**config.mk**
```make
export PLATFORM = sky130hd
export DESIGN_NAME = multi_cycle_control_fsm
export DESIGN_NICKNAME = d
export VERILOG_FILES = /design/src/rtl/multi_cycle_control_fsm.sv
export SDC_FILE = /design/constraint.sdc
export NUM_CORES = 1
export LEC_CHECK = 0
export ABC_AREA = 1
export BUFFER_PORTS_ARGS = -buffer_cell sky130_fd_sc_hd__buf_2
export CAP_MARGIN = 20
export CORE_MARGIN = 1.5
export CORE_UTILIZATION = 38
export DETAILED_ROUTE_END_ITERATION = 6
export PLACE_DENSITY = 0.75
export SLEW_MARGIN = 40
export SYNTH_ARGS = -nofsm -noshare
export SYNTH_HDL_FRONTEND = slang
export SYNTH_SLANG_ARGS = --single-unit
```
**constraint.sdc**
```tcl
create_clock -name clk -period 3.2 [get_ports clk]
set_input_delay 0.16 -clock clk [delete_from_list [all_inputs] [get_ports clk]]
set_output_delay 0.16 -clock clk [all_outputs]
set_load 0.03 [all_outputs]
```
**src/rtl/multi_cycle_control_fsm.sv**
```systemverilog
// Main control FSM for the multi-cycle MIPS core: sequences the shared ALU, memory
// port and register file across fetch/decode/execute/memory/writeback phases.
module multi_cycle_control_fsm #(
  parameter bit USE_MEM_READY = 1'b1
) (
  input  logic       clk,
  input  logic       rst_n,
  input  logic [5:0] opcode,
  input  logic [5:0] funct,
  input  logic       alu_is_zero,
  input  logic       mem_ready,
  output logic [2:0] alu_fn,
  output logic       alu_src_a,
  output logic [1:0] alu_src_b,
  output logic [1:0] pc_src,
  output logic       pc_en,
  output logic       ir_write,
  output logic       i_or_d,
  output logic       mem_write,
  output logic       reg_write,
  output logic       reg_dst,
  output logic       mem_to_reg,
  output logic       illegal_op,
  output logic [3:0] state_dbg
);

  typedef enum logic [3:0] {
    S_IDLE    = 4'd0,
    S_FETCH   = 4'd1,
    S_DECODE  = 4'd2,
    S_MEMADR  = 4'd3,
    S_MEMRD   = 4'd4,
    S_MEMWB   = 4'd5,
    S_MEMWR   = 4'd6,
    S_EXECUTE = 4'd7,
    S_ALUWB   = 4'd8,
    S_BRANCH  = 4'd9,
    S_ADDIEX  = 4'd10,
    S_ADDIWB  = 4'd11,
    S_JUMP    = 4'd12,
    S_ILLEGAL = 4'd13
  } state_t;

  localparam logic [5:0] OP_RTYPE = 6'h00;
  localparam logic [5:0] OP_J     = 6'h02;
  localparam logic [5:0] OP_BEQ   = 6'h04;
  localparam logic [5:0] OP_ADDI  = 6'h08;
  localparam logic [5:0] OP_LW    = 6'h23;
  localparam logic [5:0] OP_SW    = 6'h2B;

  localparam logic [2:0] FN_AND = 3'b000;
  localparam logic [2:0] FN_OR  = 3'b001;
  localparam logic [2:0] FN_ADD = 3'b010;
  localparam logic [2:0] FN_SUB = 3'b110;
  localparam logic [2:0] FN_SLT = 3'b111;

  state_t r_state;
  state_t w_state_next;
  logic   w_ready;
  logic   w_funct_ok;

  // With the handshake disabled every memory access completes in one cycle.
  assign w_ready    = USE_MEM_READY ? mem_ready : 1'b1;
  assign w_funct_ok = (funct == 6'h20) || (funct == 6'h22) || (funct == 6'h24) ||
                      (funct == 6'h25) || (funct == 6'h2A);
  assign state_dbg  = r_state;

  always_ff @(posedge clk or negedge rst_n) begin
    if (!rst_n) begin
      r_state <= S_IDLE;
    end else begin
      r_state <= w_state_next;
    end
  end

  always_comb begin
    w_state_next = S_IDLE;
    alu_fn       = FN_ADD;
    alu_src_a    = 1'b0;
    alu_src_b    = 2'b00;
    pc_src       = 2'b00;
    pc_en        = 1'b0;
    ir_write     = 1'b0;
    i_or_d       = 1'b0;
    mem_write    = 1'b0;
    reg_write    = 1'b0;
    reg_dst      = 1'b0;
    mem_to_reg   = 1'b0;
    illegal_op   = 1'b0;

    case (r_state)
      S_IDLE: w_state_next = S_FETCH;
      S_FETCH: begin
        alu_src_b    = 2'b01;
        ir_write     = w_ready;
        pc_en        = w_ready;
        w_state_next = w_ready ? S_DECODE : S_FETCH;
      end
      S_DECODE: begin
        // Speculatively compute the branch target into ALUOut.
        alu_src_b = 2'b11;
        case (opcode)
          OP_LW, OP_SW: w_state_next = S_MEMADR;
          OP_RTYPE:     w_state_next = w_funct_ok ? S_EXECUTE : S_ILLEGAL;
          OP_BEQ:       w_state_next = S_BRANCH;
          OP_ADDI:      w_state_next = S_ADDIEX;
          OP_J:         w_state_next = S_JUMP;
          default:      w_state_next = S_ILLEGAL;
        endcase
      end
      S_MEMADR: begin
        alu_src_a    = 1'b1;
        alu_src_b    = 2'b10;
        w_state_next = (opcode == OP_SW) ? S_MEMWR : S_MEMRD;
      end
      S_MEMRD: begin
        i_or_d       = 1'b1;
        w_state_next = w_ready ? S_MEMWB : S_MEMRD;
      end
      S_MEMWB: begin
        mem_to_reg   = 1'b1;
        reg_write    = 1'b1;
        w_state_next = S_FETCH;
      end
      S_MEMWR: begin
        i_or_d       = 1'b1;
        mem_write    = 1'b1;
        w_state_next = w_ready ? S_FETCH : S_MEMWR;
      end
      S_EXECUTE: begin
        alu_src_a = 1'b1;
        case (funct)
          6'h22:   alu_fn = FN_SUB;
          6'h24:   alu_fn = FN_AND;
          6'h25:   alu_fn = FN_OR;
          6'h2A:   alu_fn = FN_SLT;
          default: alu_fn = FN_ADD;
        endcase
        w_state_next = S_ALUWB;
      end
      S_ALUWB: begin
        reg_dst      = 1'b1;
        reg_write    = 1'b1;
        w_state_next = S_FETCH;
      end
      S_BRANCH: begin
        alu_src_a    = 1'b1;
        alu_fn       = FN_SUB;
        pc_src       = 2'b01;
        pc_en        = alu_is_zero;
        w_state_next = S_FETCH;
      end
      S_ADDIEX: begin
        alu_src_a    = 1'b1;
        alu_src_b    = 2'b10;
        w_state_next = S_ADDIWB;
      end
      S_ADDIWB: begin
        reg_write    = 1'b1;
        w_state_next = S_FETCH;
      end
      S_JUMP: begin
        pc_src       = 2'b10;
        pc_en        = 1'b1;
        w_state_next = S_FETCH;
      end
      S_ILLEGAL: begin
        illegal_op   = 1'b1;
        w_state_next = S_FETCH;
      end
      default: w_state_next = S_IDLE;
    endcase
  end

endmodule

```
==> results of run 1 <==
## cells by family (layout without fill, tap and decap cells)
kind of cell / after synthesis / count (layout) / share of synthesized area, %
AND/OR/NAND/NOR: 69 / 69 / 54.6
flip-flops: 4 / 4 / 17.2
buffers and inverters: 23 / 62 / 14.8
AO/OA/AOI/OAI: 14 / 14 / 13.3
## worst min-delay path: stages
cell and delay, ps:
buf_2 120, a21oi_1 80, nand3_1 60
## final timing paths
kind	startpoint	to	slack, ps	depth (start not counted)
setup / recovery	state_dbg[2]	alu_fn[2]	1500	6
hold / removal	mem_ready	state_dbg[0]	230	3
setup reg to reg	state_dbg[2]	state_dbg[1]	1920	5
hold reg to reg	state_dbg[1]	state_dbg[2]	760	3
max in group asynchronous	rst_n	state_dbg[0]	2780	2
min in group asynchronous	rst_n	state_dbg[1]	300	2
## final cells by class
cell class | count | area [um^2]
Fill cell | 140 | 558
Multi-Input combinational cell | 83 | 395
Timing Repair Buffer | 36 | 185
Sequential cell | 4 | 100
Inverter | 23 | 86.3
Clock buffer | 3 | 22.5
Tap cell | 15 | 18.8
## what timing repair did
| action | CTS | global route |
|---|---|---|
| hold endpoints to repair | 4 | 0 |
| hold buffers | 1 | 0 |
| setup buffers | 0 | 0 |
| gates resized for setup | 0 | 0 |
## metal layers
layer	wire length [um]	vias to the layer above
met5	0	-
met4	55	0
met3	119	6
met2	825	42
met1	633	334
li1	-	430
## placed cells by master, fill, tap and decap left out
master and instances:
dfrtp_1 4, inv_2 5, nor2_4 2, clkbuf_4 3, nand4_1 2, o21ai_0 4, nor2_2 4, a211o_1 1
nand2_2 1, or2_1 1, nand2_1 22, o211ai_1 1, inv_1 18, dlygate4sd3_1 1, nor3_1 6, a31oi_1 1
nand3_1 13, a21oi_1 6, nor2_1 18, o21ai_1 1, buf_2 35
## metrics by stage
| step | power (mW) | std cells | cell area, um^2 | setup slack (ps) | utilization (%) |
|---|---|---|---|---|---|
| after floorplan | 0.484 | 110 | 582 | 1230 | - |
| after global placement | 0.621 | 160 | 776 | 1780 | 56.8 |
| after detailed placement | 0.621 | 160 | 776 | 1770 | 56.8 |
| after CTS | 0.686 | 164 | 808 | 1530 | 59.2 |
| after global routing | 0.732 | 164 | 808 | 1410 | 59.2 |
| final | 0.686 | 164 | 808 | 1500 | 59.2 |
## power by group
group / switching [mW] / leakage [nW] / internal, mW
registers: 0.0342 / 0.0512 / 0.0739
clock network: 0.0192 / 0.0138 / 0.0418
logic: 0.377 / 0.431 / 0.140
total: 0.431 / 0.496 / 0.256
==> flow_summary.json, run 1 <==
{
  "h-tree-depth": 1,
  "use_met1_pct": 18.6,
  "use_met3_pct": 1.29,
  "synthArstFlopShare_pct": 100,
  "maxSlewHeadroom_pct": 76.9,
  "synth_cell_types": 18,
  "synth.most_common_cell": "nand2_1",
  "p_leak_nw": 0.496,
  "hold_viol": 0,
  "clockBufferDepth": 2,
  "cpPeakStageDelay_ps": 430,
  "whs_ps": 228,
  "slew_violations": 0,
  "grt_pass1_wl_um": 2580,
  "grt.overflow.total": 0,
  "critical_path.max_fanout": 6,
  "die_x_um": 42.1,
  "rows": 13,
  "cp-start-kind": "register",
  "dr.pass1.iters": 4,
  "synth_warnings": 0,
  "grt_use_total_pct": 18.1,
  "die_y_um": 42.1,
  "clock_skew_ps": 2.77,
  "fin_crit_ps": 1700,
  "die_area_um2": 1770,
  "ys_seq_area_share_pct": 17.2,
  "setup_tns_ps": 0,
  "syn-cell-area_um2": 582,
  "max_freq_mhz": 588,
  "critical_path.top_delay_family": "flip-flops",
  "antenna_found_initial": 0,
  "clock_latency_ps": 230,
  "syn_nets": 126,
  "drive_gt1_share_pct": 33.6,
  "worstPathBufferInverterCount": 3,
  "ant_nets": 0,
  "fin_crit_sh_pct": 53.1,
  "cts.clk_slew.worst_paths_ps": 30,
  "n_antenna_cell": 0,
  "tritoncts": "done",
  "cts_buffers": 3,
  "synth_commonest_cells": "22 x nand2_1, 18 x inv_1, 18 x nor2_1",
  "cap_violations": 0,
  "drt_iter0_drc": 14,
  "syn2layout_area_growth_pct": 38.9,
  "synth_top_area_share_pct": 17.2,
  "fin_nets": 167,
  "hp-class": "input port to register",
  "critical_path_class": "register to output pin",
  "vdd_drop_max_uv": 350,
  "end_kind": "output pin",
  "slowest_stage": "dfrtp_1",
  "gr-max-usage-layer": "met2",
  "dr_total_vias": 812,
  "yosysTopAreaCell": "dfrtp_1",
  "power_density_nw_per_um2": 849,
  "core_um2": 1370,
  "wire_per_inst_um": 9.96,
  "crit_chain": "nor2_1, inv_2, nor2_4, inv_1, o21ai_0, buf_2",
  "globalplace.congestion": 0.886,
  "outcome": "finished clean",
  "port_buffers": 35,
  "avgSynthCellArea_um2": 5.29,
  "arrival_ps": 1540,
  "ys_ff_latch": 4,
  "ios": 36,
  "grt_max_degree": 7,
  "initial_utilization_pct": 42.6,
  "synth_edf_count": 0,
  "rsz0062_at_grt": "false",
  "route.detailed.vias_per_inst": 4.95,
  "drc": 0,
  "largest_register_ffs": 4,
  "tightest_slew_ps": 345,
  "hpwl_um": 1360,
  "routed_wl_um": 1630,
  "cts_root_buf": "clkbuf_4",
  "cts_num_sinks": 4,
  "synthCells": 110,
  "critPathRequiredTime_ps": 3040,
  "synth_ff_type": "dfrtp_1",
  "met2_usage_pct": 35.9,
  "first_global_vias": 664,
  "setup_viol": 0,
  "yosys-top-cells-area": "dfrtp_1 17%, nand2_1 14%, inv_1 12%"
}
Note: power is estimated with default switching activity, not from simulation.
==> inputs of run 2 (changes only) <==
- clock period: 3.2 -> 1.7 ns (I/O delays scaled with it)
==> flow_summary.json, run 2 (synthesis results as in run 1) <==
{
  "outcome": "finished clean",
  "crit_chain": "nor2_1, inv_2, nor2_2, nor2_1, o21ai_1, buf_2",
  "largest_register_ffs": 4,
  "end_kind": "output pin",
  "ios": 36,
  "die_y_um": 42.1,
  "cap_violations": 0,
  "rsz0062_at_grt": "false",
  "antenna_found_initial": 0,
  "gr-max-usage-layer": "met2",
  "met2_usage_pct": 35.6,
  "hp-class": "input port to register",
  "grt.overflow.total": 0,
  "port_buffers": 35,
  "arrival_ps": 1480,
  "fin_ws_ps": 139,
  "setup_tns_ps": 0,
  "power_density_nw_per_um2": 1590,
  "route.detailed.vias_per_inst": 5.07,
  "tritoncts": "done",
  "layout_common_cells": "35 x buf_2, 22 x nand2_1, 18 x inv_1",
  "vdd_drop_max_uv": 718,
  "cts_num_sinks": 4,
  "fillCellCount": 160,
  "max_freq_mhz": 641,
  "slew_violations": 0,
  "rows": 13,
  "maxSlewHeadroom_pct": 80.4,
  "pre_cts_ws_ps": 386,
  "critPathRequiredTime_ps": 1620,
  "globalplace.congestion": 0.929,
  "first_global_vias": 717,
  "h-tree-depth": 1,
  "grt_pass1_wl_um": 2810,
  "dr.pass1.iters": 4,
  "final_area_um2": 816,
  "p_leak_nw": 0.496,
  "critical_path.top_delay_family": "flip-flops",
  "grt_use_total_pct": 19.9,
  "core_um2": 1370,
  "die_x_um": 42.1,
  "die_area_um2": 1770,
  "drc": 0,
  "switching_share_pct": 62.8,
  "clock_skew_ps": 4.95,
  "p_sw_uw": 815,
  "syn2layout_area_growth_pct": 40.2,
  "routed_wl_um": 1650,
  "critical_path.max_fanout": 6,
  "critical_path_class": "register to output pin",
  "cts_buffers": 3,
  "r2r_slack_ps": 480,
  "setup_viol": 0,
  "seqPwrFrac_pct": 15.7,
  "wire_per_inst_um": 10.0,
  "ant_nets": 0,
  "clock_latency_ps": 230,
  "use_met3_pct": 5.17,
  "dpl_cell_area_um2": 783,
  "cp-start-kind": "register",
  "fin_nets": 167,
  "n_antenna_cell": 0,
  "intPower_uw": 483,
  "tightest_slew_ps": 293,
  "crit_path_frequent_cell": "nor2_1",
  "mostFrequentLayoutCell": "buf_2",
  "initial_utilization_pct": 42.6,
  "hold_viol": 0,
  "clockBufferDepth": 2,
  "pwr-share-comb_pct": 75.5,
  "pwr-share-clk_pct": 8.8,
  "fin_crit_sh_pct": 91.8,
  "cpPeakStageDelay_ps": 430,
  "cts.clk_slew.worst_paths_ps": 40,
  "slowest_stage": "dfrtp_1",
  "drt_iter0_drc": 19,
  "grt_max_degree": 7,
  "dr_total_vias": 831,
  "cts_root_buf": "clkbuf_4",
  "use_met1_pct": 21.8,
  "fin_crit_ps": 1560,
  "worstPathBufferInverterCount": 2,
  "drive_gt1_share_pct": 34.9,
  "hpwl_um": 1400
}
==> run 2: worst min-delay path, cell delays in order <==
cell and delay [ps]:
buf_2 120, a21oi_1 70, nand3_1 60
==> run 2: worst paths after layout <==
path / start / endpoint / cells past startpoint
worst max-delay path: state_dbg[2] / reg_write / 6
worst min register to register: state_dbg[3] / state_dbg[2] / 3
max in group asynchronous: rst_n / state_dbg[3] / 2
worst max register to register: state_dbg[2] / state_dbg[1] / 5
min in group asynchronous: rst_n / state_dbg[2] / 2
worst min-delay path: mem_ready / state_dbg[0] / 3
==> run 2: area by class of cell <==
type                       instances  area, um^2  share of cell area (%)
sequential                         4         100                    12.3
multi-input combinational         83         403                    49.4
timing repair buffer              36         185                    22.7
clock buffer                       3        22.5                    2.76
inverter                          23        86.3                    10.6
tap                               15        18.8                    2.30
==> run 2: layer usage <==
metal / routed length, um / vias to the layer above
li1: - / 436
met1: 687 / 362
met3: 108 / 2
met2: 833 / 31
met5: 0 / -
met4: 15 / 0
==> run 2: through the flow <==
stage | utilization [%] | hold slack (ps) | total power, mW | cells
after floorplan | - | -211 | 0.923 | 110
after global placement | 57.3 | -111 | 1.18 | 160
after detailed placement | 57.3 | -110 | 1.18 | 160
after CTS | 59.7 | 144 | 1.31 | 164
after global routing | 59.7 | 165 | 1.41 | 164
final | 59.7 | 149 | 1.30 | 164
==> run 2: power by group through the flow <==
stage	combinational [mW]	sequential [mW]	clock, mW
global route	1.07	0.214	0.128
global placement	0.985	0.199	0
floorplan	0.647	0.276	0
finish	0.981	0.204	0.114
detailed placement	0.980	0.204	0
CTS	0.986	0.202	0.118
==> run 2: what timing repair did <==
item | 4_1_cts | 5_1_grt
buffers inserted | 0 | 0
gates resized for setup | 0 | 0
endpoints found under the hold margin | 4 | 0
hold buffers | 1 | 0
